[src/rtl/dm_pkg.sv]
// -----------------------------------------------------------------------------
// dm_pkg
// Shared definitions for the data-memory arbiter:
//   - address / data widths of the data memory
//   - RISC-V funct3 encodings of the supported load/store sizes
//   - arbiter FSM state type
//   - request bundle type (one port's held request fields)
// -----------------------------------------------------------------------------
package dm_pkg;

    localparam int DM_ADDR_W = 9;   // byte-address width into data memory
    localparam int DM_DATA_W = 32;  // memory word width

    // funct3 encodings shared by loads and stores
    localparam logic [2:0] F3_B  = 3'b000;
    localparam logic [2:0] F3_H  = 3'b001;
    localparam logic [2:0] F3_W  = 3'b010;
    localparam logic [2:0] F3_BU = 3'b100;
    localparam logic [2:0] F3_HU = 3'b101;

    typedef enum logic [1:0] {
        IDLE   = 2'd0,
        ACCESS = 2'd1,
        RESP   = 2'd2
    } dm_state_t;

    typedef struct packed {
        logic                 we;
        logic [DM_ADDR_W-1:0] addr;
        logic [DM_DATA_W-1:0] wdata;
        logic [2:0]           funct3;
    } dm_req_t;

endpackage : dm_pkg

[src/rtl/dm_lane_align.sv]
// -----------------------------------------------------------------------------
// dm_lane_align
// Purely combinational byte-lane logic for one data-memory access.
//   we         in   1 = store, 0 = load
//   byte_off   in   addr[1:0] of the access
//   funct3     in   RISC-V funct3 of the access
//   wdata      in   right-aligned store data
//   mem_rdata  in   raw word read from memory
//   wr_mask    out  byte write enables (forced to 0 on an error)
//   wdata_lane out  store data replicated across the byte lanes
//   rdata_fmt  out  selected lane of mem_rdata, sign- or zero-extended
//   err        out  misaligned or unsupported access
// -----------------------------------------------------------------------------
module dm_lane_align
    import dm_pkg::*;
(
    input  logic                 we,
    input  logic [1:0]           byte_off,
    input  logic [2:0]           funct3,
    input  logic [DM_DATA_W-1:0] wdata,
    input  logic [DM_DATA_W-1:0] mem_rdata,
    output logic [3:0]           wr_mask,
    output logic [DM_DATA_W-1:0] wdata_lane,
    output logic [DM_DATA_W-1:0] rdata_fmt,
    output logic                 err
);

    logic [7:0]  byte_sel;
    logic [15:0] half_sel;

    always_comb begin
        byte_sel = 8'h00;
        case (byte_off)
            2'd0:    byte_sel = mem_rdata[7:0];
            2'd1:    byte_sel = mem_rdata[15:8];
            2'd2:    byte_sel = mem_rdata[23:16];
            default: byte_sel = mem_rdata[31:24];
        endcase
        half_sel = byte_off[1] ? mem_rdata[31:16] : mem_rdata[15:0];
    end

    always_comb begin
        wr_mask    = 4'b0000;
        wdata_lane = '0;
        rdata_fmt  = '0;
        err        = 1'b0;
        case (funct3)
            F3_B: begin
                wr_mask    = 4'b0001 << byte_off;
                wdata_lane = {4{wdata[7:0]}};
                rdata_fmt  = {{24{byte_sel[7]}}, byte_sel};
            end
            F3_H: begin
                err        = byte_off[0];
                wr_mask    = 4'b0011 << {byte_off[1], 1'b0};
                wdata_lane = {2{wdata[15:0]}};
                rdata_fmt  = {{16{half_sel[15]}}, half_sel};
            end
            F3_W: begin
                err        = (byte_off != 2'b00);
                wr_mask    = 4'b1111;
                wdata_lane = wdata;
                rdata_fmt  = mem_rdata;
            end
            // Unsigned variants exist only for loads
            F3_BU: begin
                err       = we;
                rdata_fmt = {24'h000000, byte_sel};
            end
            F3_HU: begin
                err       = we | byte_off[0];
                rdata_fmt = {16'h0000, half_sel};
            end
            default: begin
                err = 1'b1;
            end
        endcase
        if (err) begin
            wr_mask = 4'b0000;
        end
    end

endmodule : dm_lane_align

[src/rtl/dm_arbiter.sv]
// -----------------------------------------------------------------------------
// dm_arbiter
// Shares the single-ported data memory between port 0 (core load/store) and
// port 1 (DMA/debug). Round-robin arbitration, IDLE -> ACCESS -> RESP sequencing,
// byte-lane steering for stores and load-data formatting.
//   clk, rst_n                 clock; asynchronous active-low reset
//   pX_req/we/addr/wdata/funct3 request, held until pX_gnt
//   pX_gnt                     request accepted this cycle (combinational)
//   pX_rvalid/rdata/err        one-cycle completion with formatted data/error
//   mem_addr                   word-aligned memory address
//   mem_wdata                  lane-steered store data
//   mem_wr                     byte write enables (ACCESS only)
//   mem_rd_en                  read strobe (ACCESS only)
//   mem_rdata                  raw word from memory (memory clocked on ~clk)
// -----------------------------------------------------------------------------
module dm_arbiter
    import dm_pkg::*;
#(
    parameter int DM_ADDRESS = DM_ADDR_W,
    parameter int DATA_W     = DM_DATA_W
) (
    input  logic                  clk,
    input  logic                  rst_n,

    input  logic                  p0_req,
    input  logic                  p0_we,
    input  logic [DM_ADDRESS-1:0] p0_addr,
    input  logic [DATA_W-1:0]     p0_wdata,
    input  logic [2:0]            p0_funct3,
    output logic                  p0_gnt,
    output logic                  p0_rvalid,
    output logic [DATA_W-1:0]     p0_rdata,
    output logic                  p0_err,

    input  logic                  p1_req,
    input  logic                  p1_we,
    input  logic [DM_ADDRESS-1:0] p1_addr,
    input  logic [DATA_W-1:0]     p1_wdata,
    input  logic [2:0]            p1_funct3,
    output logic                  p1_gnt,
    output logic                  p1_rvalid,
    output logic [DATA_W-1:0]     p1_rdata,
    output logic                  p1_err,

    output logic [DM_ADDRESS-1:0] mem_addr,
    output logic [DATA_W-1:0]     mem_wdata,
    output logic [3:0]            mem_wr,
    output logic                  mem_rd_en,
    input  logic [DATA_W-1:0]     mem_rdata
);

    // ------------------------------------------------------------------
    // State
    // ------------------------------------------------------------------
    dm_state_t             state_q, state_d;
    logic                  port_q, port_d;      // port owning the current access
    logic                  last_q, last_d;      // port granted most recently
    logic                  we_q, we_d;
    logic [1:0]            off_q, off_d;
    logic [2:0]            f3_q, f3_d;
    logic                  err_q, err_d;
    logic [DATA_W-1:0]     rdata_q, rdata_d;
    logic [DM_ADDRESS-1:0] mem_addr_q, mem_addr_d;
    logic [DATA_W-1:0]     mem_wdata_q, mem_wdata_d;

    // ------------------------------------------------------------------
    // Arbitration
    // ------------------------------------------------------------------
    logic    win;        // 0 = p0 wins, 1 = p1 wins
    logic    grant_any;
    dm_req_t sel_req;

    always_comb begin
        // On a tie the port that was not granted last wins
        win = (p0_req && p1_req) ? ~last_q : p1_req;
        if (win) begin
            sel_req.we     = p1_we;
            sel_req.addr   = p1_addr;
            sel_req.wdata  = p1_wdata;
            sel_req.funct3 = p1_funct3;
        end else begin
            sel_req.we     = p0_we;
            sel_req.addr   = p0_addr;
            sel_req.wdata  = p0_wdata;
            sel_req.funct3 = p0_funct3;
        end
    end

    // gnt is combinational; qualifying with rst_n keeps it low while reset is held
    assign grant_any = rst_n && (state_q == IDLE) && (p0_req || p1_req);
    assign p0_gnt    = grant_any && !win;
    assign p1_gnt    = grant_any && win;

    // ------------------------------------------------------------------
    // Lane logic: in IDLE it checks/steers the incoming request so the error
    // decision and store data are ready on the grant edge; afterwards it
    // works on the latched request to drive mem_wr and format load data.
    // ------------------------------------------------------------------
    logic                 in_idle;
    logic                 al_we;
    logic [1:0]           al_off;
    logic [2:0]           al_f3;
    logic [3:0]           al_wr;
    logic [DATA_W-1:0]    al_wdata_lane;
    logic [DATA_W-1:0]    al_rdata_fmt;
    logic                 al_err;

    assign in_idle = (state_q == IDLE);
    assign al_we   = in_idle ? sel_req.we          : we_q;
    assign al_off  = in_idle ? sel_req.addr[1:0]   : off_q;
    assign al_f3   = in_idle ? sel_req.funct3      : f3_q;

    dm_lane_align u_lane_align (
        .we         (al_we),
        .byte_off   (al_off),
        .funct3     (al_f3),
        .wdata      (sel_req.wdata),
        .mem_rdata  (mem_rdata),
        .wr_mask    (al_wr),
        .wdata_lane (al_wdata_lane),
        .rdata_fmt  (al_rdata_fmt),
        .err        (al_err)
    );

    // ------------------------------------------------------------------
    // Next-state logic
    // ------------------------------------------------------------------
    always_comb begin
        state_d     = state_q;
        port_d      = port_q;
        last_d      = last_q;
        we_d        = we_q;
        off_d       = off_q;
        f3_d        = f3_q;
        err_d       = err_q;
        rdata_d     = rdata_q;
        mem_addr_d  = mem_addr_q;
        mem_wdata_d = mem_wdata_q;

        case (state_q)
            IDLE: begin
                if (grant_any) begin
                    port_d  = win;
                    last_d  = win;
                    we_d    = sel_req.we;
                    off_d   = sel_req.addr[1:0];
                    f3_d    = sel_req.funct3;
                    err_d   = al_err;
                    rdata_d = '0;
                    if (al_err) begin
                        // Error accesses skip memory entirely
                        state_d = RESP;
                    end else begin
                        state_d    = ACCESS;
                        mem_addr_d = {sel_req.addr[DM_ADDRESS-1:2], 2'b00};
                        if (sel_req.we) begin
                            mem_wdata_d = al_wdata_lane;
                        end
                    end
                end
            end
            ACCESS: begin
                // Memory updates mem_rdata on the falling edge of this cycle
                rdata_d = we_q ? '0 : al_rdata_fmt;
                state_d = RESP;
            end
            RESP: begin
                state_d = IDLE;
            end
            default: begin
                state_d = IDLE;
            end
        endcase
    end

    // ------------------------------------------------------------------
    // Registers
    // ------------------------------------------------------------------
    always_ff @(posedge clk or negedge rst_n) begin
        if (!rst_n) begin
            state_q     <= IDLE;
            port_q      <= 1'b0;
            last_q      <= 1'b1;   // first tie goes to p0
            we_q        <= 1'b0;
            off_q       <= 2'b00;
            f3_q        <= 3'b000;
            err_q       <= 1'b0;
            rdata_q     <= '0;
            mem_addr_q  <= '0;
            mem_wdata_q <= '0;
        end else begin
            state_q     <= state_d;
            port_q      <= port_d;
            last_q      <= last_d;
            we_q        <= we_d;
            off_q       <= off_d;
            f3_q        <= f3_d;
            err_q       <= err_d;
            rdata_q     <= rdata_d;
            mem_addr_q  <= mem_addr_d;
            mem_wdata_q <= mem_wdata_d;
        end
    end

    // ------------------------------------------------------------------
    // Outputs
    // ------------------------------------------------------------------
    logic in_access;
    logic in_resp;

    assign in_access = (state_q == ACCESS);
    assign in_resp   = (state_q == RESP);

    assign mem_addr  = mem_addr_q;
    assign mem_wdata = mem_wdata_q;
    assign mem_wr    = (in_access && we_q) ? al_wr : 4'b0000;
    assign mem_rd_en = in_access && !we_q;

    assign p0_rvalid = in_resp && !port_q;
    assign p1_rvalid = in_resp && port_q;
    assign p0_rdata  = p0_rvalid ? rdata_q : '0;
    assign p1_rdata  = p1_rvalid ? rdata_q : '0;
    assign p0_err    = p0_rvalid && err_q;
    assign p1_err    = p1_rvalid && err_q;

endmodule : dm_arbiter
[config.mk]
export PLATFORM = sky130hd
export DESIGN_NAME = dm_arbiter
export DESIGN_NICKNAME = d
export VERILOG_FILES = /design/src/rtl/dm_pkg.sv /design/src/rtl/dm_lane_align.sv /design/src/rtl/dm_arbiter.sv
export SDC_FILE = /design/constraint.sdc
export NUM_CORES = 1
export LEC_CHECK = 0
export BUFFER_PORTS_ARGS = -buffer_cell sky130_fd_sc_hd__buf_2
export CORE_AREA = 2 2 116 118
export CTS_BUF_LIST = sky130_fd_sc_hd__clkbuf_8 sky130_fd_sc_hd__clkbuf_16
export CTS_CLUSTER_DIAMETER = 30
export CTS_CLUSTER_SIZE = 28
export DETAILED_ROUTE_END_ITERATION = 10
export DIE_AREA = 0 0 118 120
export GPL_TIMING_DRIVEN = 0
export HOLD_SLACK_MARGIN = 0.02
export PLACE_DENSITY = 0.83
export SYNTH_ARGS = -nofsm -noshare
export SYNTH_HDL_FRONTEND = slang
export SYNTH_HIERARCHICAL = 1
export SYNTH_SLANG_ARGS = --single-unit
[constraint.sdc]
create_clock -name clk -period 3 [get_ports clk]
set_input_delay 0.15 -clock clk [delete_from_list [all_inputs] [get_ports clk]]
set_output_delay 0.15 -clock clk [all_outputs]
set_load 0.01 [all_outputs]
==> results.cfg, run 1 <==
[status]
run_status = finished clean

[finish]
area_growth_pct = 36.4
layout_commonest_cell = buf_2
finalNonFillerCells = 1016
final_core_util = 0.585
num_antenna_cells = 0
layout_common_cells = buf_2 (250), dfrtp_1 (79), and2_1 (75)
drive_above_1_share = 0.467
fin_nets = 961

[timing]
period_share = 0.946
timing.hold.ws_ns = 0.111
worstMarginPinSlew_ns = 1.24
finalHoldViolCount = 0
post-route-min-period_ns = 2.84
finalMaxSlewViolations = 0
relSlewSlack = 0.168
setup_slack_ns = 0.162
fmax_mhz = 352
finalSetupViolCount = 0
skew_ns = 0.00772

[drt]
vias = 5607
route.detailed.drc = 0
drtAntennaViolNets = 0
wl_per_cell_um = 18.7
drtIter0Drc = 433
viasPerCell = 5.52
dr.pass1.iters = 5
routed_wl_mm = 19.0

[clock_tree]
tritoncts = done
clk_pin_slew_ns = 0.07
cts_buffers = 9
clockRootBuffer = clkbuf_16
cts_htree_levels = 3
clock_latency_ns = 0.34
cts_sinks = 82
clk_path_buf_depth = 2

[synth]
synth.avg_cell_area_um2 = 9.66
ys.flop_type = dfrtp_1
synthArstFlopShare = 1.00
synth-seq-cells = 82
yosysWarnings = 6
yosysUniqueCellTypes = 49
synth_edf_count = 0
synth_area_um2 = 5560
synthCells = 576
seq_area_frac_synth = 0.369

[floorplanning]
dieArea_um2 = 14200
fp.dieH_um = 120
io_pins = 242
placementRows = 42
core_area_um2 = 13000
die_w_um = 118
initial_core_util = 0.429

[placed_design]
numPortBuffers = 239
post-place-cells = 993
place.gp.congestion = 0.900
dpl.hpwl_mm = 14.7
dp_slack_ns = -0.709

[global_route]
grt_first_pass_wirelength_mm = 30.0
grt.overflow.total = 0
grtUsageTotal = 0.275
grt_max_degree = 44
grt_pass1_vias = 5536
antenna_found_initial = 0

[flow_run]
drv_cap = 0

[pwr]
power.density_nw_per_um2 = 981
power_uw = 7450
leakage_uw = 0.00392
peakVddDrop_mv = 0.453

[worst_setup_path]
crit_fanout = 10
critPathKind = register to register
endpoint_kind = register
cp_data_arrival_time_ns = 3.07
start_kind = register
worst_ep_required_time_ns = 3.23

[worst_hold_path]
hp-class = input pin to register
==> report_power, final <==
part           internal (uW)  switching [uW]
logic                   1850            2400
clock network            838             477
registers               1580             307
total                   4260            3180
==> flip-flops by register name (all words and copies together) (netlist names), 2 cells and up <==
register   count
off_q          2
state_q        2
mem_wdata     32
rdata_q       32
f3_q           3
mem_addr       7
==> routing by layer <==
layer  part of all wire  wire (um)  track usage
met5                  0          0            0
met2               0.50       9470        0.466
met4              0.029        558        0.114
met3              0.085       1610       0.0675
met1               0.39       7400        0.336
==> through the flow <==
stage	setup TNS (ns)	cell area, um2
final	0	7590
after CTS	0	7460
after detailed placement	-28.92	7010
after floorplan	0	5570
after global routing	-0.0250	7590
after global placement	-28.41	6980
==> cells by family after synthesis <==
family / Yosys count / share of synthesized area
AOI/OAI and AO/OA: 128 / 0.166
xor gates and xnor gates: 2 / 0.00315
other: 1 / 0.000674
muxes: 100 / 0.213
and+or+nand+nor: 211 / 0.197
buffers and inverters: 52 / 0.0511
DFF: 82 / 0.369
==> what timing repair did <==
action,in CTS,in global routing
endpoints found under the setup margin,71,43
hold buffers,1,0
pin swaps,2,2
hold endpoints to repair,38,0
gates resized for setup,23,31
buffers inserted,3,4
==> final cells by class <==
type	instances	area (um2)
Inverter	2	7.51
Fill cell	1171	5390
Clock inverter	6	114
Tap cell	176	220
Multi-Input combinational cell	443	3360
Timing Repair Buffer	248	1290
Sequential cell	82	2060
Clock buffer	10	239
Buffer	49	304
==> worst paths after layout <==
check,end,slack [ns],cells after the start,from
max,mem_wdata[23]$_DFFE_PN0P_,0.16,12,state_q[0]$_DFFE_PN0P_
min,mem_addr[7]$_DFFE_PN0P_,0.11,3,p0_addr[7]
max reg2reg,mem_wdata[23]$_DFFE_PN0P_,0.16,12,state_q[0]$_DFFE_PN0P_
min reg2reg,f3_q[0]$_DFFE_PN0P_,0.49,2,f3_q[0]$_DFFE_PN0P_
max in group asynchronous,mem_addr[2]$_DFFE_PN0P_,2.03,3,rst_n
min in group asynchronous,rdata_q[27]$_DFFE_PN0P_,0.36,2,rst_n
==> critical path, cell delays in order (launching register included) <==
cell and delay (ns):
dfrtp_2 0.44, or2_4 0.30, clkbuf_4 0.20, nand2_1 0.07
o21ai_0 0.09, buf_4 0.18, buf_4 0.19, a221oi_4 0.34
a21oi_4 0.10, nor3_4 0.14, buf_6 0.15, buf_6 0.15
mux2_2 0.34
==> synthesized netlist by cell type (2+ instances only) <==
| cell type | instances | area share |
|---|---|---|
| a21o_1 | 13 | 0.018 |
| a21oi_1 | 28 | 0.025 |
| a221o_1 | 3 | 0.0054 |
| a22o_1 | 32 | 0.050 |
| a2bb2oi_1 | 5 | 0.0079 |
| a32oi_1 | 5 | 0.0079 |
| and2_1 | 75 | 0.084 |
| and3_1 | 5 | 0.0056 |
| buf_2 | 16 | 0.014 |
| buf_4 | 6 | 0.0081 |
| buf_6 | 6 | 0.012 |
| clkbuf_1 | 21 | 0.014 |
| dfrtp_1 | 81 | 0.36 |
| inv_1 | 2 | 0.0014 |
| mux2_2 | 67 | 0.14 |
| mux2i_1 | 25 | 0.045 |
| mux4_1 | 3 | 0.014 |
| mux4_2 | 4 | 0.016 |
| nand2_1 | 73 | 0.049 |
| nand2b_1 | 8 | 0.0090 |
| nand3_1 | 8 | 0.0072 |
| nor2_1 | 23 | 0.016 |
| nor2b_1 | 5 | 0.0056 |
| nor3_1 | 2 | 0.0018 |
| nor3b_1 | 3 | 0.0040 |
| o211ai_1 | 20 | 0.027 |
| o21ai_0 | 14 | 0.013 |
| xor2_1 | 2 | 0.0031 |
Note: power is estimated with default switching activity, not from simulation.
==> run 2, diff against run 1 <==
--- a/config.mk
+++ b/config.mk
@@ -15,6 +15,7 @@
 export GPL_TIMING_DRIVEN = 0
 export HOLD_SLACK_MARGIN = 0.02
 export PLACE_DENSITY = 0.83
+export REMOVE_ABC_BUFFERS = 1
 export SYNTH_ARGS = -nofsm -noshare
 export SYNTH_HDL_FRONTEND = slang
 export SYNTH_HIERARCHICAL = 1
==> run 2 against run 1 <==
  * Critical path depth is 3 lower
  * Sequential power hardly changed
  * Power is 1.5% lower
  * Via count is 4.1% lower
  * Critical endpoint is now rdata_q[11]$_DFFE_PN0P_
  * Largest cell class unchanged
  * Largest power group unchanged
==> results.cfg, run 2 (synthesis results as in run 1) <==
[global_route]
grt_max_degree = 49
grtUsageTotal = 0.247
grt_pass1_vias = 5379
antenna_found_initial = 1
grt.overflow.total = 0
grt_first_pass_wirelength_mm = 27.7

[worst_setup_path]
reg2reg_from = last_q$_DFFE_PN1P_
endpoint_kind = register
r2r-end = rdata_q[11]$_DFFE_PN0P_
start_kind = register
worst_ep_required_time_ns = 3.23
cp_data_arrival_time_ns = 3.11
regToRegSetupSlack_ns = 0.12
crit_path_end = rdata_q[11]$_DFFE_PN0P_
critical_path.startpoint = last_q$_DFFE_PN1P_
critPathKind = register to register
crit_fanout = 29
reg2regPathDepth = 9

[clock_tree]
cts_buffers = 9
cts_htree_levels = 3
clock_latency_ns = 0.34
clk_path_buf_depth = 2
clk_pin_slew_ns = 0.06
cts_sinks = 82
clockRootBuffer = clkbuf_16
tritoncts = done

[timing]
finalHoldViolCount = 0
finalSetupViolCount = 0
setup_slack_ns = 0.117
worstMarginPinSlew_ns = 0.977
relSlewSlack = 0.346
period_share = 0.961
finalMaxSlewViolations = 0
skew_ns = 0.00597
fmax_mhz = 347
post-route-min-period_ns = 2.88

[pwr]
pwr-share-seq = 0.256
power.density_nw_per_um2 = 977
switching_share = 0.424
peakVddDrop_mv = 0.556
p_int_uw = 4230
clkPwrFrac = 0.175
p_switching_uw = 3110
leakage_uw = 0.00385
power_frac_comb = 0.569
power_uw = 7330

[finish]
layout_common_cells = buf_2 (238), dfrtp_1 (81), and2_1 (75)
fin_nets = 925
layout_commonest_cell = buf_2
finalNonFillerCells = 981
final_core_util = 0.579
drive_above_1_share = 0.470
area_growth_pct = 35.0

[floorplanning]
dieArea_um2 = 14200
core_area_um2 = 13000
initial_core_util = 0.429
fp.dieH_um = 120
placementRows = 42
die_w_um = 118
io_pins = 242

[drt]
wl_per_cell_um = 17.7
drtAntennaViolNets = 0
vias = 5375
dr.pass1.iters = 5
drtIter0Drc = 387
routed_wl_mm = 17.4
viasPerCell = 5.48
route.detailed.drc = 0

[placed_design]
dp_slack_ns = -1.19
numPortBuffers = 239
dpl.hpwl_mm = 12.5
place.gp.congestion = 0.791
post-place-cells = 951

[status]
run_status = finished clean

[flow_run]
drv_cap = 0

[worst_hold_path]
hp-class = input pin to register
==> run 2: worst min path at each step <==
stage	start	end	slack, ns	cells past startpoint
after detailed placement	rst_n	rdata_q[12]$_DFFE_PN0P_	0.15	1
after global routing	p0_addr[8]	mem_addr[8]$_DFFE_PN0P_	0.11	3
after floorplan	rst_n	err_q$_DFFE_PN0P_	-0.15	0
after global placement	p0_addr[2]	mem_addr[2]$_DFFE_PN0P_	0.45	3
after CTS	p0_addr[2]	mem_addr[2]$_DFFE_PN0P_	0.1	3
final	p0_addr[2]	mem_addr[2]$_DFFE_PN0P_	0.11	3
==> run 2: power by group through the flow <==
stage | combinational, uW | sequential [uW] | clock [uW]
after floorplan | 2480 | 1930 | 0
after global placement | 3700 | 1860 | 0
after detailed placement | 3870 | 1890 | 0
after CTS | 4080 | 1880 | 1310
after global routing | 4540 | 1950 | 1340
final | 4170 | 1880 | 1280
==> run 2: per-layer routing <==
metal,global-route usage,part of all wire,wire (um)
met1,0.300,0.41,7060
met2,0.423,0.49,8550
met3,0.0618,0.080,1400
met4,0.0919,0.023,396
met5,0,0,0
==> run 2: cell type report <==
cell class / count / area (um2)
diodes: 1 / 2.50
inverters: 2 / 7.51
repair buffers: 260 / 1450
multi-input cells: 444 / 3420
well taps: 176 / 220
clock inverters: 3 / 68.8
flip-flops and latches: 82 / 2050
fillers: 1118 / 5470
clock buffers: 13 / 280
==> run 2: timing repair <==
action | in CTS | in global routing
gates resized for setup | 16 | 11
pin swaps | 4 | 2
setup endpoints to repair | 78 | 63
buffers inserted | 8 | 3
endpoints found under the hold margin | 36 | 0
hold buffers | 1 | 0
gates cloned | 1 | 0
==> run 2: through the flow <==
step                TNS [ns]  instance area, um2  hold slack [ns]
global route          -0.276                7510            0.111
global placement     -429.61                6710            0.447
floorplan            -225.12                5290           -0.146
finish                     0                7510            0.110
CTS                        0                7430           0.0990
detailed placement    -63.26                6930            0.155
==> run 2: worst max-delay path, stage by stage (launching register included) <==
cell and delay [ns]:
dfstp_2 0.56, a21boi_4 0.07, buf_12 0.17, mux2i_1 0.17
o21ai_2 0.29, buf_4 0.26, mux4_2 0.58, nand3_4 0.28
o211ai_1 0.17, a22o_1 0.23
